## config.mk

```make
export PLATFORM = sky130hd
export DESIGN_NAME = incoming_port_handler
export DESIGN_NICKNAME = d
export VERILOG_FILES = /design/src/rtl/incoming_port_handler.sv
export SDC_FILE = /design/constraint.sdc
export NUM_CORES = 1
export LEC_CHECK = 0
export ABC_AREA = 1
export CORE_ASPECT_RATIO = 0.8
export CORE_MARGIN = 2
export CORE_UTILIZATION = 45
export DETAILED_ROUTE_END_ITERATION = 6
export GPL_TIMING_DRIVEN = 1
export PLACE_DENSITY_LB_ADDON = 0.2
export SYNTH_ARGS = -nofsm -noshare
export SYNTH_HDL_FRONTEND = slang
export SYNTH_SLANG_ARGS = --single-unit
```

## constraint.sdc

```tcl
create_clock -name clk -period 10.9 [get_ports clk]
set_input_delay 2.18 -clock clk [delete_from_list [all_inputs] [get_ports clk]]
set_output_delay 2.18 -clock clk [all_outputs]
set_load 0.005 [all_outputs]
```

## src/rtl/incoming_port_handler.sv

```systemverilog
// Receive side of one router link: buffers inbound packets, XY-routes the head
// packet and holds it in an output register until its target accepts it.
module incoming_port_handler #(
  parameter int unsigned NETWORK_ADDRESS_WIDTH    = 4,
  parameter int unsigned CACHE_BANK_ADDRESS_WIDTH = 8,
  parameter int unsigned DATA_WIDTH               = 32,
  parameter int unsigned BUFFER_DEPTH             = 4,
  parameter int unsigned LOCAL_X                  = 1,
  parameter int unsigned LOCAL_Y                  = 1
) (
  input  logic                                                clk,
  input  logic                                                reset,
  input  logic [NETWORK_ADDRESS_WIDTH+CACHE_BANK_ADDRESS_WIDTH-1:0] destinationAddressIn,
  input  logic [NETWORK_ADDRESS_WIDTH-1:0]                    requesterAddressIn,
  input  logic                                                readIn,
  input  logic                                                writeIn,
  input  logic [DATA_WIDTH-1:0]                               dataIn,
  output logic                                                bufferFull,
  input  logic                                                stall_NORTH,
  input  logic                                                stall_SOUTH,
  input  logic                                                stall_EAST,
  input  logic                                                stall_WEST,
  input  logic                                                stall_LOCAL,
  output logic                                                selectBit_NORTH,
  output logic                                                selectBit_SOUTH,
  output logic                                                selectBit_EAST,
  output logic                                                selectBit_WEST,
  output logic                                                selectBit_LOCAL,
  output logic [NETWORK_ADDRESS_WIDTH+CACHE_BANK_ADDRESS_WIDTH-1:0] destinationAddressOut,
  output logic [NETWORK_ADDRESS_WIDTH-1:0]                    requesterAddressOut,
  output logic                                                readOut,
  output logic                                                writeOut,
  output logic [DATA_WIDTH-1:0]                               dataOut,
  output logic [7:0]                                          errorCount
);

  localparam int unsigned NAW  = NETWORK_ADDRESS_WIDTH;
  localparam int unsigned CBAW = CACHE_BANK_ADDRESS_WIDTH;
  localparam int unsigned DAW  = NAW + CBAW;
  localparam int unsigned HW   = NAW / 2;
  localparam int unsigned PTRW = $clog2(BUFFER_DEPTH);
  localparam int unsigned CNTW = PTRW + 1;
  localparam int unsigned NTGT = 5;

  // One-hot target bit positions
  localparam int unsigned T_NORTH = 0;
  localparam int unsigned T_SOUTH = 1;
  localparam int unsigned T_EAST  = 2;
  localparam int unsigned T_WEST  = 3;
  localparam int unsigned T_LOCAL = 4;

  typedef struct packed {
    logic [DAW-1:0]        dest;
    logic [NAW-1:0]        req;
    logic                  read;
    logic                  write;
    logic [DATA_WIDTH-1:0] data;
  } packet_t;

  packet_t          mem [BUFFER_DEPTH];
  logic [PTRW-1:0]  wrPtr, rdPtr;
  logic [CNTW-1:0]  count;
  logic [NTGT-1:0]  selectReg;

  packet_t          inPkt, headPkt;
  logic             inValid, malformed, enq, dropEvt;
  logic             outValid, releaseOut, load;
  logic [NTGT-1:0]  stallVec, routeSel;
  logic [HW-1:0]    dx, dy;
  logic [CNTW-1:0]  countNext;

  // Admission, release and load decisions from registered state only
  always_comb begin
    inPkt      = '{dest: destinationAddressIn, req: requesterAddressIn,
                   read: readIn, write: writeIn, data: dataIn};
    headPkt    = mem[rdPtr];
    inValid    = readIn ^ writeIn;
    malformed  = readIn & writeIn;
    enq        = inValid && (count < CNTW'(BUFFER_DEPTH));
    dropEvt    = malformed || (inValid && !enq);
    stallVec   = {stall_LOCAL, stall_WEST, stall_EAST, stall_SOUTH, stall_NORTH};
    outValid   = |selectReg;
    releaseOut = |(selectReg & ~stallVec);
    load       = (count != '0) && (!outValid || releaseOut);
    countNext  = count + CNTW'(enq) - CNTW'(load);
  end

  // XY routing: resolve X first, then Y, otherwise deliver locally
  always_comb begin
    dx       = headPkt.dest[CBAW +: HW];
    dy       = headPkt.dest[CBAW + HW +: HW];
    routeSel = '0;
    if (dx > HW'(LOCAL_X))      routeSel[T_EAST]  = 1'b1;
    else if (dx < HW'(LOCAL_X)) routeSel[T_WEST]  = 1'b1;
    else if (dy > HW'(LOCAL_Y)) routeSel[T_SOUTH] = 1'b1;
    else if (dy < HW'(LOCAL_Y)) routeSel[T_NORTH] = 1'b1;
    else                        routeSel[T_LOCAL] = 1'b1;
  end

  // Packet storage carries no reset; validity lives in the pointers/count
  always_ff @(posedge clk) begin
    if (enq) mem[wrPtr] <= inPkt;
  end

  always_ff @(posedge clk) begin
    if (reset) begin
      wrPtr      <= '0;
      rdPtr      <= '0;
      count      <= '0;
      bufferFull <= 1'b0;
      errorCount <= '0;
    end else begin
      if (enq)  wrPtr <= wrPtr + PTRW'(1);
      if (load) rdPtr <= rdPtr + PTRW'(1);
      count      <= countNext;
      bufferFull <= (countNext == CNTW'(BUFFER_DEPTH));
      if (dropEvt && (errorCount != 8'hFF)) errorCount <= errorCount + 8'd1;
    end
  end

  // Output register; address/data keep their last value when idle
  always_ff @(posedge clk) begin
    if (reset) begin
      selectReg             <= '0;
      readOut               <= 1'b0;
      writeOut              <= 1'b0;
      destinationAddressOut <= '0;
      requesterAddressOut   <= '0;
      dataOut               <= '0;
    end else if (load) begin
      selectReg             <= routeSel;
      readOut               <= headPkt.read;
      writeOut              <= headPkt.write;
      destinationAddressOut <= headPkt.dest;
      requesterAddressOut   <= headPkt.req;
      dataOut               <= headPkt.data;
    end else if (releaseOut) begin
      selectReg <= '0;
      readOut   <= 1'b0;
      writeOut  <= 1'b0;
    end
  end

  assign selectBit_NORTH = selectReg[T_NORTH];
  assign selectBit_SOUTH = selectReg[T_SOUTH];
  assign selectBit_EAST  = selectReg[T_EAST];
  assign selectBit_WEST  = selectReg[T_WEST];
  assign selectBit_LOCAL = selectReg[T_LOCAL];

endmodule

```

# Yosys cells after proc, flatten, opt, wreduce, memory -nomap -nowiden
# Memory sizes are Yosys's and may differ from the RTL's. A register that Yosys moved wholly into a read port is not among the register bits.
# Index checks and enable logic that the tools add are counted.
[word_totals]
ff_bits = 71
mem_bits_rw = 200
input_bits = 57
output_inout_bits = 64
wordCells = 60
n_memories = 1
[op_classes]
n_addsub = 5
magnitude_cmp = 5
n_eq_ne = 2
mux = 20
bitwise = 4
reduce_logical = 12
[memory_table]
columns = ["memory", "words", "width", "read_ports", "rd_clocked_by_memory_dff", "write_ports", "line_no", "source"]
rows = [
  ["mem", 4, 50, 1, 1, 1, "60", "packet_t mem [BUFFER_DEPTH];"],
]
[op_table]
columns = ["op", "n"]
rows = [
  ["$mux 1", 13],
  ["$mux 2", 5],
  ["$mux 5", 2],
  ["$reduce_or 5->1", 2],
  ["$add 8x1->8 const B", 1],
  ["$ne 8x8->1 const B", 1],
  ["$and 5x5->5", 1],
  ["$not 5->5", 1],
  ["$add 2x1->2 const B", 2],
  ["$gt 2x1->1 const B", 2],
  ["$logic_and 1x1->1", 4],
  ["$lt 2x1->1 const B", 2],
  ["$add 3x1->3", 1],
  ["$eq 3x3->1 const B", 1],
  ["$lt 3x3->1 const B", 1],
  ["$reduce_bool 3->1", 1],
  ["$sub 3x1->3", 1],
  ["$logic_not 1->1", 2],
  ["$logic_or 1x1->1", 2],
  ["$reduce_bool 2->1", 1],
  ["$and 1x1->1", 1],
  ["$xor 1x1->1", 1],
]

# Depth between registers and ports, before layout
[logic_depth]
word_depth = 7
depth_mapped = 16
mapped_depth_nobuf = 15

# Worst setup path before layout
# OpenSTA, ideal clock, no wires.
[synth_path]
path_type = "input -> register"
start = "input port readIn"
end = "memory mem[0][0] (netlist bit) (enable)"
setup_ps = 458
arrival_time_ps = 4883
t_required_ps = 10442
slack_ps = 5559
path_stages = 5
path_buffers = 0
cell_sequence = "ha_1 -> inv_1 -> nor2_1 -> clkinv_1 -> nor2_1"
[synth_via]
elab_chain_cells = 4
[synth_lines]
columns = ["item", "line_no", "source"]
rows = [
  ["start, declared", "15", "input logic readIn,"],
  ["$xor 1x1->1", "77", "inValid = readIn ^ writeIn;"],
  ["$logic_and 1x1->1", "79", "enq = inValid && (count < CNTW'(BUFFER_DEPTH));"],
  ["$mux 1", "102", "if (enq) mem[wrPtr] <= inPkt;"],
  ["$mux 1 (implied by the code)", "102", ""],
  ["end, declared", "60", ""],
]
# Every way passes these cells.

# Worst setup path in the final report
[layout_path]
start = "input port readIn"
end = "memory mem[3][16] (netlist bit) (enable)"
# The elaborated chain is that of the path after synthesis.

==> impl_results.md <==
* Detailed placer's ending HPWL at 12.3 mm
* Total track usage at 18.3%
* Area growth syn-to-layout at 22.0%
* Cells after synthesis at 878
* # setup viols final at 0
* First-pass GRT wire length at 35.4 mm
* Power density over cell area at 273 nW/um^2
* FF+latch area at 7470 sq um
* Setup ws final at 6320 ps
* Commonest non-fill, non-tap cell in the layout: nor2_1
* # hold bufs at CTS at 0
* Slew Limit Fails at 0
* Maximum VDD drop at 0.186 mV
* Fill cell count at 1,972
* Vias per inst at 5.12
* Startpoint types: input port
* ANT nets after route at 0
* Run status: finished, final reports clean
* Antenna diode count at 0
* Hold Path Depth at 2
* Worst EP arrival at 4740 ps
* Worst skew pair latency at 530 ps
* Dpl ws at 5760 ps
* Drt first-iter violations at 549
* Vias in the first global route at 6,515
* Clk_skew at 15.2 ps
* Port Buffers at 120
* CP Max Fanout at 32
* Static leakage at 4.44 nW
* Crit path time final at 4580 ps
* Grt ovf at 0
* Setup TNS at 0 ps
* Least-Margin Pin Slew at 1090 ps
* Layout cells sized above 1 at 6.18%
* Clk slew on worst S/H paths at 60 ps
* Pre-antenna DRT Iters at 5
* Die Area at 24,300 sq um
* # resized after CTS at 0
* Commonest non-fill, non-tap cells in the layout: 207 x nor2_1, 200 x edfxtp_1, 120 x clkdlybuf4s50_1
* Seq cells post-synth at 273
* Setup Buffers After CTS at 0
* Syn nets at 944
* Num CTS Buffers at 27
* GPL Wtd Cong at 0.732
* CTS sink count at 273
* Wirelength per Cell at 17.1 um
* Die Wd at 174 um
* Clock Tree Root: clkbuf_16
* DRC viols at 0
* Final Util at 56.0%
* I/O Pins at 121
* Total wire length at 22.3 mm
* Sequential share of the synthesized area at 72.1%
* Worst Path Class, Setup: in -> reg
* Vias at 6,701
* Setup crit end kind: flop
* Yosys cell types at 31
* Worst slew margin at 27.2%
* CTS tree: yes
* Starting density of the core at 45.9%
* FF-to-FF path depth at 13
* Multi-input gate area at 2510 sq um
* # rows at 49
* Initial antenna violation count at 0
* Synth Cell Area at 10,400 sq um
* Part of the cycle the worst path needs at 42.0%
* FMAX at 218 MHz
* Hold Violations, Final at 0
* RSZ-0062 raised after global routing: no
* Clk buf depth at 3
* Die height at 140 um
* Largest net degree at the start of global routing at 103
* YS warnings at 0
* Max-Cap Viols at 0
* Syn_area_per_cell at 11.8 sq um
* Min-Delay Path Class: reg -> reg
* Final #Nets at 1,049
* Worst endpoint required time at 11,070 ps
* H-tree Lvls at 1
* Core Box Area at 22,600 sq um
## synth_stat cells (all sizes together)
cell type | instances | share of area, %
a21o | 1 | 0.072
a21oi | 18 | 0.87
buf | 27 | 1.9
clkbuf | 22 | 0.81
clkinv | 1 | 0.036
dfxtp | 73 | 14
edfxtp | 200 | 58
fa | 1 | 0.19
ha | 8 | 0.97
inv | 34 | 1.3
nand2 | 60 | 2.2
nand3 | 19 | 1.0
nand4 | 2 | 0.18
nor2 | 212 | 7.7
nor3 | 1 | 0.097
o21ai | 144 | 7.1
o22ai | 46 | 2.8
xnor2 | 6 | 0.51
xor2 | 3 | 0.25
## metrics by stage
step | hold slack (ps) | area, sq um | total power (W) | std cells
2_1_floorplan | 455 | 10400 | 0.00217 | 878
3_3_place_gp | 449 | 11700 | 0.00253 | 1260
3_5_place_dp | 460 | 11700 | 0.00255 | 1260
4_1_cts | 470 | 12600 | 0.00348 | 1310
5_1_grt | 475 | 12600 | 0.00368 | 1310
6_report | 468 | 12600 | 0.00345 | 1310
## state kept, by name, summed over array words and instances (netlist names), 2 cells and up, named ones only
name / count
mem: 200
dataOut: 32
destinationAddressOut: 12
errorCount: 8
selectReg: 5
requesterAddressOut: 4
count: 3
rdPtr: 2
wrPtr: 2
## logic make-up (layout without fill, tap and decap cells)
group                      Yosys count  after routing  share of synthesized area, %
xor gates and xnor gates             9              9                         0.761
DFF                                273            273                          72.1
AOI/OAI and AO/OA                  209            209                          10.8
buffers and inverters               84            210                          3.97
and+or+nand+nor                    294            294                          11.2
adders and majority gates            9              9                          1.16
## critical path, cell delays in order
cell	delay [ps]
clkdlybuf4s50_1	520
ha_1	350
inv_1	40
nor2_1	100
clkinv_1	360
nor2_4	620
buf_4	550
## final timing paths
kind,startpoint,end,slack [ps]
worst max-delay path,readIn,mem[3][16],6320
worst min-delay path,destinationAddressOut[10],destinationAddressOut[10],470
worst min register to register,destinationAddressOut[10],destinationAddressOut[10],470
worst max register to register,selectReg[3],bufferFull,8000
## routing by layer
layer	global-route usage (%)	up-vias	share of wire, %
li1	-	3296	-
met4	4.64	0	2.0
met5	0	-	0
met1	26.8	3185	49
met3	3.11	33	5.3
met2	28.6	187	44
## layout make-up
cell class / instances / share of cell area, %
sequential: 273 / 59.1
multi-input combinational: 521 / 19.9
timing repair buffer: 125 / 9.80
clock buffer: 38 / 6.01
tap: 306 / 3.03
clock inverter: 12 / 1.08
inverter: 35 / 1.06
## power by group
group          leakage (nW)  switching [W]  internal (W)
Sequential             2.43       0.000140       0.00130
Clock                 0.433       0.000375      0.000557
Combinational          1.58       0.000664      0.000410
Total                  4.44        0.00118       0.00227
Power figures use the tool's default switching activity.
